<file path="src/rtl/pce_audio_mixer_mc_pkg.sv">
// pce_audio_pkg: shared types and constants for the PCE audio mixer.
// Holds the mixer FSM states, gain shift, compressor knees and sat().
package pce_audio_pkg;

  typedef enum logic [1:0] {
    S_IDLE,
    S_ACCUM,
    S_SCALE,
    S_OUT
  } mix_state_t;

  localparam int GAIN_UNITY_SHIFT = 6;

  localparam int COMP1_A = 2;
  localparam int COMP1_F = 4;
  localparam int COMP2_A = 4;
  localparam int COMP2_F = 8;

  // Clamp v into the signed range of a w-bit sample.
  function automatic logic signed [31:0] sat(
    input logic signed [31:0] v,
    input int                 w
  );
    logic signed [31:0] hi;
    logic signed [31:0] lo;
    hi = (32'sd1 <<< (w - 1)) - 32'sd1;
    lo = -hi - 32'sd1;
    if (v > hi) return hi;
    if (v < lo) return lo;
    return v;
  endfunction

endpackage

</file>
<file path="src/rtl/pce_audio_mixer_mc_if.sv">
// Mixer bus: sample_ce/channel inputs towards the mixer, mixed audio back.
// master = audio source side, slave = pce_audio_mixer_mc.
interface pce_audio_mixer_mc_if #(
  parameter int NUM_CH = 4,
  parameter int IN_W   = 16,
  parameter int GAIN_W = 8
);
  logic                     sample_ce;
  logic [NUM_CH*IN_W-1:0]   ch_l;
  logic [NUM_CH*IN_W-1:0]   ch_r;
  logic [NUM_CH*GAIN_W-1:0] ch_gain;
  logic [NUM_CH-1:0]        ch_mute;
  logic [1:0]               master_boost;
  logic signed [IN_W-1:0]   audio_l;
  logic signed [IN_W-1:0]   audio_r;
  logic                     audio_valid;
  logic                     busy;
  logic                     overrun;

  modport master (
    output sample_ce, ch_l, ch_r,
    output ch_gain, ch_mute, master_boost,
    input  audio_l, audio_r,
    input  audio_valid, busy, overrun
  );

  modport slave (
    input  sample_ce, ch_l, ch_r,
    input  ch_gain, ch_mute, master_boost,
    output audio_l, audio_r,
    output audio_valid, busy, overrun
  );
endinterface

</file>
<file path="src/rtl/pce_audio_mixer_mc_compressor.sv">
// pce_audio_compressor: combinational soft knee on a saturated sample.
// Ports: s_i sample in, boost_i knee select (0 = bypass), y_o sample out.
module pce_audio_compressor
  import pce_audio_pkg::*;
#(
  parameter int IN_W = 16
) (
  input  logic signed [IN_W-1:0] s_i,
  input  logic [1:0]             boost_i,
  output logic signed [IN_W-1:0] y_o
);

  localparam int MAXV = (1 << (IN_W - 1)) - 1;

  int   a;
  int   f;
  int   m;
  int   x;
  int   r;
  logic byp;

  always_comb begin
    a   = COMP1_A;
    f   = COMP1_F;
    byp = 1'b0;
    unique case (boost_i)
      2'd0: byp = 1'b1;
      2'd1: begin
        a = COMP1_A;
        f = COMP1_F;
      end
      default: begin
        a = COMP2_A;
        f = COMP2_F;
      end
    endcase
    m = int'(s_i);
    if (m < 0) m = -m;
    if (m > MAXV) m = MAXV;
    x = (MAXV * (f - 1)) / (f * a - 1) + 1;
    r = (m < x) ? m * a : (m - x) / f + a * x;
    // The knee rounding can land one past full scale.
    if (r > MAXV) r = MAXV;
    if (byp)
      y_o = s_i;
    else if (s_i < 0)
      y_o = IN_W'(-r);
    else
      y_o = IN_W'(r);
  end

endmodule

</file>
<file path="src/rtl/pce_audio_mixer_mc.sv">
// pce_audio_mixer_mc: N-channel stereo gain/mute mixer, one MAC per cycle.
// clk/reset_n plain; mix_if slave carries samples in, audio/valid/busy/overrun out. Compressor: PCE_AUDIO_MIX_COMPRESSOR_EN.
module pce_audio_mixer_mc
  import pce_audio_pkg::*;
#(
  parameter int NUM_CH = 4,
  parameter int IN_W   = 16,
  parameter int GAIN_W = 8
) (
  input logic                clk_sys_42_95,
  input logic                reset_n,
  pce_audio_mixer_mc_if.slave mix_if
);

  localparam int PROD_W = IN_W + GAIN_W + 1;
  localparam int ACC_W  = IN_W + GAIN_W + $clog2(NUM_CH) + 1;
  localparam int IDX_W  = (NUM_CH > 1) ? $clog2(NUM_CH) : 1;

  mix_state_t               state_q;
  logic [IDX_W-1:0]         idx_q;
  logic [NUM_CH*IN_W-1:0]   snap_l_q;
  logic [NUM_CH*IN_W-1:0]   snap_r_q;
  logic [NUM_CH*GAIN_W-1:0] snap_g_q;
  logic [NUM_CH-1:0]        snap_m_q;
  logic signed [ACC_W-1:0]  acc_l_q;
  logic signed [ACC_W-1:0]  acc_r_q;
  logic signed [IN_W-1:0]   sat_l_q;
  logic signed [IN_W-1:0]   sat_r_q;
  logic signed [IN_W-1:0]   audio_l_q;
  logic signed [IN_W-1:0]   audio_r_q;
  logic                     valid_q;
  logic                     busy_q;
  logic                     overrun_q;

  logic signed [IN_W-1:0]   sl;
  logic signed [IN_W-1:0]   sr;
  logic signed [GAIN_W:0]   g;
  logic signed [PROD_W-1:0] pl;
  logic signed [PROD_W-1:0] pr;
  logic signed [ACC_W-1:0]  acc_l_d;
  logic signed [ACC_W-1:0]  acc_r_d;
  logic signed [IN_W-1:0]   sat_l_d;
  logic signed [IN_W-1:0]   sat_r_d;
  logic signed [IN_W-1:0]   out_l;
  logic signed [IN_W-1:0]   out_r;

  always_comb begin
    sl = snap_l_q[idx_q*IN_W +: IN_W];
    sr = snap_r_q[idx_q*IN_W +: IN_W];
    // Gain is unsigned: zero-extend before the signed multiply.
    g  = {1'b0, snap_g_q[idx_q*GAIN_W +: GAIN_W]};
    pl = PROD_W'(sl) * PROD_W'(g);
    pr = PROD_W'(sr) * PROD_W'(g);
    if (snap_m_q[idx_q]) begin
      pl = '0;
      pr = '0;
    end
    acc_l_d = acc_l_q + ACC_W'(pl);
    acc_r_d = acc_r_q + ACC_W'(pr);
    sat_l_d = IN_W'(sat(32'(acc_l_q >>> GAIN_UNITY_SHIFT), IN_W));
    sat_r_d = IN_W'(sat(32'(acc_r_q >>> GAIN_UNITY_SHIFT), IN_W));
  end

`ifdef PCE_AUDIO_MIX_COMPRESSOR_EN
  pce_audio_compressor #(.IN_W(IN_W)) u_comp_l (
    .s_i     (sat_l_q),
    .boost_i (mix_if.master_boost),
    .y_o     (out_l)
  );
  pce_audio_compressor #(.IN_W(IN_W)) u_comp_r (
    .s_i     (sat_r_q),
    .boost_i (mix_if.master_boost),
    .y_o     (out_r)
  );
`else
  logic unused_boost;
  assign unused_boost = ^mix_if.master_boost;
  assign out_l = sat_l_q;
  assign out_r = sat_r_q;
`endif

  always_ff @(posedge clk_sys_42_95 or negedge reset_n) begin
    if (!reset_n) begin
      state_q   <= S_IDLE;
      idx_q     <= '0;
      snap_l_q  <= '0;
      snap_r_q  <= '0;
      snap_g_q  <= '0;
      snap_m_q  <= '0;
      acc_l_q   <= '0;
      acc_r_q   <= '0;
      sat_l_q   <= '0;
      sat_r_q   <= '0;
      audio_l_q <= '0;
      audio_r_q <= '0;
      valid_q   <= 1'b0;
      busy_q    <= 1'b0;
      overrun_q <= 1'b0;
    end else begin
      valid_q <= 1'b0;
      if (mix_if.sample_ce && state_q != S_IDLE)
        overrun_q <= 1'b1;
      unique case (state_q)
        S_IDLE: begin
          if (mix_if.sample_ce) begin
            snap_l_q <= mix_if.ch_l;
            snap_r_q <= mix_if.ch_r;
            snap_g_q <= mix_if.ch_gain;
            snap_m_q <= mix_if.ch_mute;
            acc_l_q  <= '0;
            acc_r_q  <= '0;
            idx_q    <= '0;
            busy_q   <= 1'b1;
            state_q  <= S_ACCUM;
          end
        end
        S_ACCUM: begin
          acc_l_q <= acc_l_d;
          acc_r_q <= acc_r_d;
          if (idx_q == IDX_W'(NUM_CH - 1))
            state_q <= S_SCALE;
          else
            idx_q <= idx_q + IDX_W'(1);
        end
        S_SCALE: begin
          sat_l_q <= sat_l_d;
          sat_r_q <= sat_r_d;
          state_q <= S_OUT;
        end
        S_OUT: begin
          audio_l_q <= out_l;
          audio_r_q <= out_r;
          valid_q   <= 1'b1;
          busy_q    <= 1'b0;
          state_q   <= S_IDLE;
        end
        default: state_q <= S_IDLE;
      endcase
    end
  end

  assign mix_if.audio_l     = audio_l_q;
  assign mix_if.audio_r     = audio_r_q;
  assign mix_if.audio_valid = valid_q;
  assign mix_if.busy        = busy_q;
  assign mix_if.overrun     = overrun_q;

endmodule

</file>
<file path="src/flat_wrapper.sv">
// flat-port wrapper written by rule: the top's interface ports become plain ports
module pce_audio_mixer_mc_flat import pce_audio_pkg::*;
#(
  parameter int NUM_CH = 4,
  parameter int IN_W   = 16,
  parameter int GAIN_W = 8
)
  (clk_sys_42_95, reset_n, mix_if_sample_ce, mix_if_ch_l, mix_if_ch_r, mix_if_ch_gain, mix_if_ch_mute, mix_if_master_boost, mix_if_audio_l, mix_if_audio_r, mix_if_audio_valid, mix_if_busy, mix_if_overrun);
  pce_audio_mixer_mc_if #(.NUM_CH(NUM_CH), .IN_W(IN_W), .GAIN_W(GAIN_W)) mix_if_i ();
  input logic clk_sys_42_95;
  input logic reset_n;
  input wire logic [$bits(mix_if_i.sample_ce)-1:0] mix_if_sample_ce;
  input wire logic [$bits(mix_if_i.ch_l)-1:0] mix_if_ch_l;
  input wire logic [$bits(mix_if_i.ch_r)-1:0] mix_if_ch_r;
  input wire logic [$bits(mix_if_i.ch_gain)-1:0] mix_if_ch_gain;
  input wire logic [$bits(mix_if_i.ch_mute)-1:0] mix_if_ch_mute;
  input wire logic [$bits(mix_if_i.master_boost)-1:0] mix_if_master_boost;
  output wire logic [$bits(mix_if_i.audio_l)-1:0] mix_if_audio_l;
  output wire logic [$bits(mix_if_i.audio_r)-1:0] mix_if_audio_r;
  output wire logic [$bits(mix_if_i.audio_valid)-1:0] mix_if_audio_valid;
  output wire logic [$bits(mix_if_i.busy)-1:0] mix_if_busy;
  output wire logic [$bits(mix_if_i.overrun)-1:0] mix_if_overrun;
  assign mix_if_i.sample_ce = mix_if_sample_ce;
  assign mix_if_i.ch_l = mix_if_ch_l;
  assign mix_if_i.ch_r = mix_if_ch_r;
  assign mix_if_i.ch_gain = mix_if_ch_gain;
  assign mix_if_i.ch_mute = mix_if_ch_mute;
  assign mix_if_i.master_boost = mix_if_master_boost;
  assign mix_if_audio_l = mix_if_i.audio_l;
  assign mix_if_audio_r = mix_if_i.audio_r;
  assign mix_if_audio_valid = mix_if_i.audio_valid;
  assign mix_if_busy = mix_if_i.busy;
  assign mix_if_overrun = mix_if_i.overrun;
  pce_audio_mixer_mc #(.NUM_CH(NUM_CH), .IN_W(IN_W), .GAIN_W(GAIN_W)) u_core (.clk_sys_42_95(clk_sys_42_95), .reset_n(reset_n), .mix_if(mix_if_i));
endmodule
</file>
<file path="config.mk">
export PLATFORM = sky130hd
export DESIGN_NAME = pce_audio_mixer_mc_flat
export DESIGN_NICKNAME = d
export VERILOG_FILES = /design/src/rtl/pce_audio_mixer_mc_pkg.sv /design/src/rtl/pce_audio_mixer_mc_if.sv /design/src/rtl/pce_audio_mixer_mc_compressor.sv /design/src/rtl/pce_audio_mixer_mc.sv /design/src/flat_wrapper.sv
export SDC_FILE = /design/constraint.sdc
export NUM_CORES = 1
export LEC_CHECK = 0
export BUFFER_PORTS_ARGS = -buffer_cell sky130_fd_sc_hd__buf_2
export CAP_MARGIN = 20
export CORE_AREA = 2 2 264 266
export CTS_CLUSTER_SIZE = 8
export DETAILED_ROUTE_END_ITERATION = 6
export DIE_AREA = 0 0 266 268
export GPL_TIMING_DRIVEN = 0
export PLACE_DENSITY = 0.49
export SYNTH_ARGS = -nofsm -noshare
export SYNTH_HDL_FRONTEND = slang
export SYNTH_SLANG_ARGS = --single-unit
</file>
<file path="constraint.sdc">
create_clock -name clk_sys_42_95 -period 12.1 [get_ports clk_sys_42_95]
set_input_delay 2.42 -clock clk_sys_42_95 [delete_from_list [all_inputs] [get_ports clk_sys_42_95]]
set_output_delay 2.42 -clock clk_sys_42_95 [all_outputs]
set_load 0.005 [all_outputs]
</file>
Word-level counts from Yosys, hierarchy flattened --
Index checks and enable logic that the tools add are counted.
Operators by class: $add $sub $neg 3, multiply operators 2, order comparisons 5, eq/ne operators 7, shift operators 3, mux-type cells 30, reductions and logical operators 10
Operators with widths (count):
- $mux W16 | 8
- $shiftx A64 B7 Y16 | 2
- $pmux W27 S2 | 2
- $add A27 B25 Y27 | 2
- $mul A16 B9 Y25 | 2
- $mux W25 | 2
- $gt A21 B16 Y1 const B | 2
- $lt A21 B16 Y1 const B | 2
- $shiftx A32 B6 Y8 | 1
- $mux W27 | 1
- $mux W1 | 9
- $mux W2 | 4
- $pmux W2 S4 | 1
- $reduce_and A2 Y1 | 4
- $eq A2 B2 Y1 const B | 3
- $reduce_bool A2 Y1 | 3
- $ne A2 B2 Y1 const B | 2
- $pmux W2 S2 | 1
- $lt A2 B3 Y1 const B | 1
- $reduce_and A3 Y1 | 1
- $add A2 B1 Y2 const B | 1
- $bmux W1 S2 | 1
- $eq A2 B1 Y1 const B | 1
- $logic_not A2 Y1 | 1
- 3 further kinds | 3
Storage, ports and cells: register bits 289, input bits 169, output and inout port bits 35, word-level logic and storage cells 75

Longest topological paths before layout --
depth after elaboration 5, depth in mapped cells 38, gate-level depth less buffers 35

Worst setup path before layout --
No wires, ideal clock.
path kind reg2reg, start reg u_core.idx_q[1], end reg u_core.acc_l_q[26], setup time 0.087 ns, data arrival time 7.890 ns, data required time 12.013 ns, setup slack 4.124 ns, cell stages (with the launch flop) 35, buffers on the path 4, period minus slack after synthesis 7.976 ns, cell sequence dfrtp_1 > clkbuf_1 > buf_1 > mux4_2 > buf_2 > buf_1 > nand2_1 > fa_1 > inv_1 > fa_1 > ha_1 > inv_1 > fa_1 > inv_1 > ha_1 > a21o_1 > a21o_1 > a2111oi_2 > o31ai_1 > a41oi_2 > o21bai_1 > a21oi_1 > xor2_1 > nor2_1 > ha_1 > a21o_1 > a21oi_1 > o21ai_1 > a32o_1 > a311oi_1 > nand2b_4 > o21ai_1 > o21ai_0 > or4b_1 > o211ai_1
Between the ends: longest elaborated chain between the ends 5, elaborated cells between the ends (all ways) 8, those cells by class 1 x add/sub; 1 x mul; 2 x shift; 4 x mux
RTL lines:
- from (decl) | RTL line pce_audio_mixer_mc.sv:20 | logic [IDX_W-1:0] idx_q;
- from (signal assigned) | RTL line pce_audio_mixer_mc.sv:123 | idx_q <= idx_q + IDX_W'(1);
- $shiftx A64 B7 Y16, or another cell as far along | RTL line pce_audio_mixer_mc.sv:48 | sl = snap_l_q[idx_q*IN_W +: IN_W];
- $mul A16 B9 Y25 / $mux W1 (equally long branches) | RTL line pce_audio_mixer_mc.sv:52, pce_audio_mixer_mc.sv:54
- $mux W25 * | RTL line pce_audio_mixer_mc.sv:54 | if (snap_m_q[idx_q]) begin
- $add A27 B25 Y27 * | RTL line pce_audio_mixer_mc.sv:58 | acc_l_d = acc_l_q + ACC_W'(pl);
- $pmux W27 S2 * | RTL line pce_audio_mixer_mc.sv:103 | unique case (state_q)
- to (signal assigned) | RTL line pce_audio_mixer_mc.sv:118 | acc_l_q <= acc_l_d;
- to (decl) | RTL line pce_audio_mixer_mc.sv:25 | logic signed [ACC_W-1:0] acc_l_q;
Every way passes the cells marked *; elsewhere a longest branch is shown, timed or not. The select of a mux whose other input is x is not followed. A chain may end at the register's enable or synchronous reset.

Final worst setup path --
start reg u_core.idx_q[0], end reg u_core.acc_l_q[26]
Same word-level chain as after synthesis.

==> results_dict.tcl <==
set metrics [dict create \
    synth_cell_types 75 \
    synthCells 2362 \
    drv_cap 0 \
    die_area_sq_um 71300 \
    place.gp.congestion 0.857 \
    grt_max_degree 121 \
    setup_viol 0 \
    start_util 0.348 \
    ys.flop_type "dfrtp_1" \
    cts_resized 0 \
    grt_pass1_vias 18335 \
    critPathKind "reg2reg" \
    gr-total-overflow 0 \
    fillCellCount 6854 \
    worstSetupStartpointType "flop" \
    cts_buffers 43 \
    drt-total-wl_um 64700 \
    dr.pass1.iters 5 \
    fin_util 0.396 \
    ant_nets 0 \
    syn_area_per_cell_sq_um 10.0 \
    post_drt_wl_per_cell_um 18.5 \
    slew_violations 0 \
    yosys.area.top_type "dfrtp_1" \
    vias 17228 \
    fin_crit_sh 0.805 \
    max_freq_mhz 103 \
    cts_setup_buffers 0 \
    async_flop_share 1.00 \
    max_slew_margin 0.307 \
    crit_path_top_delay_cell "fa_1" \
    cts.sinks 289 \
    die_h_um 268 \
    fin_nets 3142 \
    num_rows 96 \
    crit_required_ns 12.56 \
    core_area_sq_um 68200 \
    dp_hpwl_um 52100 \
    cp_slowest_stage_delay_ns 0.59 \
    cts_buffer_depth 3 \
    rsz0062_at_grt "no" \
    drt_first_iter_violations 918 \
    hold_viol 0 \
    yosysSeqAreaShare 0.305 \
    synthMostInstantiatedCell "inv_1" \
    path_max_fanout 10 \
    clock_skew_ns 0.0205 \
    clkSlewWorstSetupHoldPaths_ns 0.05 \
    grtUsageTotal 0.185 \
    synth_nets 2893 \
    netlist.area_leader.share 0.305 \
    syn_area_sq_um 23700 \
    hold_path_depth 1 \
    drc 0 \
    dp_slack_ns 2.36 \
    multi_input_area_sq_um 14800 \
    io_pins 204 \
    hold_buffers 0 \
    synth_common_cells "349 x inv_1, 289 x dfrtp_1, 226 x nand2_1" \
    crit_arrival_ns 10.20 \
    fp.dieW_um 266 \
    clock_latency_ns 0.56 \
    setup-tns-final_ns 0 \
    synth_edf_count 0 \
    ctsHtreeMaxLevel 2 \
    final.min_clock_period_ns 9.74 \
    tightest_slew_ns 1.04 \
    yosys_warnings 0 \
    worst_r2r_path_depth 35 \
    grt_pass1_wl_um 103000 \
    setup_slack_ns 2.36 \
    cts_root_buf "clkbuf_16" \
    ys_seq_elements 289 \
    register_area_sq_um 7230 \
    hp-class "reg2reg" \
    status "completed" \
    layout-drive-gt1-share 0.202 \
    synthTopCellsByArea "dfrtp_1 30%, fa_1 17%, mux2_2 10%" \
    antenna_found_initial 5 \
    syn2layout_area_growth_pct 14.0 \
    viasPerCell 4.92 \
    port_buffers 201 \
    cts_tree "done" \
    crit_path_end_kind "flop" \
]
==> worst max-delay path: cells and delay by family (launching register included) <==
kind,cells,cell delay [ns]
simple gates,4,0.83
fa+ha+maj,6,2.59
xor+xnor,1,0.16
buf+inv,8,2.60
flops,1,0.35
compound gates,16,3.06
==> logic make-up after synthesis <==
family	count (synthesis)	synth area share
flops	289	0.305
mux	259	0.134
compound gates	368	0.0965
fa+ha+maj	363	0.257
simple gates	570	0.110
xor+xnor	78	0.0288
buf+inv	435	0.0695
==> sequential cells by signal, summed over array words and instances, names as in the netlist, 2 cells and up <==
signal / cells
u_core.out_r: 16
u_core.snap_m_q: 4
u_core.snap_r_q: 64
u_core.snap_g_q: 32
u_core.acc_l_q: 27
u_core.mix_if.audio_r: 16
u_core.out_l: 16
u_core.snap_l_q: 64
u_core.acc_r_q: 27
u_core.mix_if.audio_l: 16
u_core.state_q: 2
u_core.idx_q: 2
==> final cells by class <==
class / count / share of cell area
Multi-Input combinational cell: 1638 / 0.549
Clock inverter: 4 / 0.00180
Timing Repair Buffer: 204 / 0.0398
Clock buffer: 47 / 0.0403
Tap cell: 882 / 0.0408
Antenna cell: 2 / 0.000185
Buffer: 85 / 0.0124
Inverter: 350 / 0.0486
Sequential cell: 289 / 0.267
==> placed cells by master (no fill, tap or decap), types with 7 or more instances in the layout <==
| cell type | count |
|---|---|
| nand2b_1 | 18 |
| clkbuf_1 | 71 |
| fa_1 | 206 |
| o21ai_1 | 34 |
| o21a_1 | 12 |
| ha_1 | 156 |
| dfrtp_1 | 289 |
| and2_1 | 52 |
| a21oi_1 | 139 |
| nor2b_1 | 37 |
| nor3_1 | 24 |
| clkbuf_16 | 43 |
| mux2i_1 | 20 |
| xnor2_1 | 45 |
| nand3_1 | 13 |
| o21ai_0 | 65 |
| inv_1 | 349 |
| mux4_2 | 25 |
| nand4_1 | 9 |
| a21o_1 | 34 |
| xor2_1 | 33 |
| nand2_1 | 226 |
| a22o_1 | 7 |
| and3_1 | 11 |
| mux2_2 | 214 |
| o21bai_1 | 11 |
| or2_2 | 7 |
| buf_2 | 213 |
| a211oi_1 | 10 |
| nor2_1 | 153 |
==> layer usage <==
metal / up-vias / track usage / routed length (um)
li1: 8266 / - / -
met1: 8466 / 0.258 / 30800
met2: 415 / 0.301 / 29300
met3: 77 / 0.0316 / 3320
met4: 4 / 0.0428 / 1310
met5: - / 0 / 27
==> metrics by stage <==
step | cells | area, sq um | hold slack, ns
global route | 3500 | 27000 | 0.490
global placement | 3445 | 25800 | 0.459
finish | 3501 | 27000 | 0.470
CTS | 3499 | 27000 | 0.470
detailed placement | 3448 | 25900 | 0.460
floorplan | 2362 | 23700 | 0.451
==> worst paths after layout <==
path                                             from                   endpoint  slack [ns]
worst max register to register        u_core.idx_q[0]         u_core.acc_l_q[26]        2.36
max in group asynchronous                     reset_n        u_core.snap_l_q[23]        8.68
worst min register to register  u_core.mix_if.overrun      u_core.mix_if.overrun        0.47
worst max-delay path                  u_core.idx_q[0]         u_core.acc_l_q[26]        2.36
min in group asynchronous                     reset_n  u_core.mix_if.audio_r[12]        1.85
worst min-delay path            u_core.mix_if.overrun      u_core.mix_if.overrun        0.47
Power is left out: the tool's default activity adds up to more than one toggle a clock period on the data nets, which glitch-free logic cannot reach.
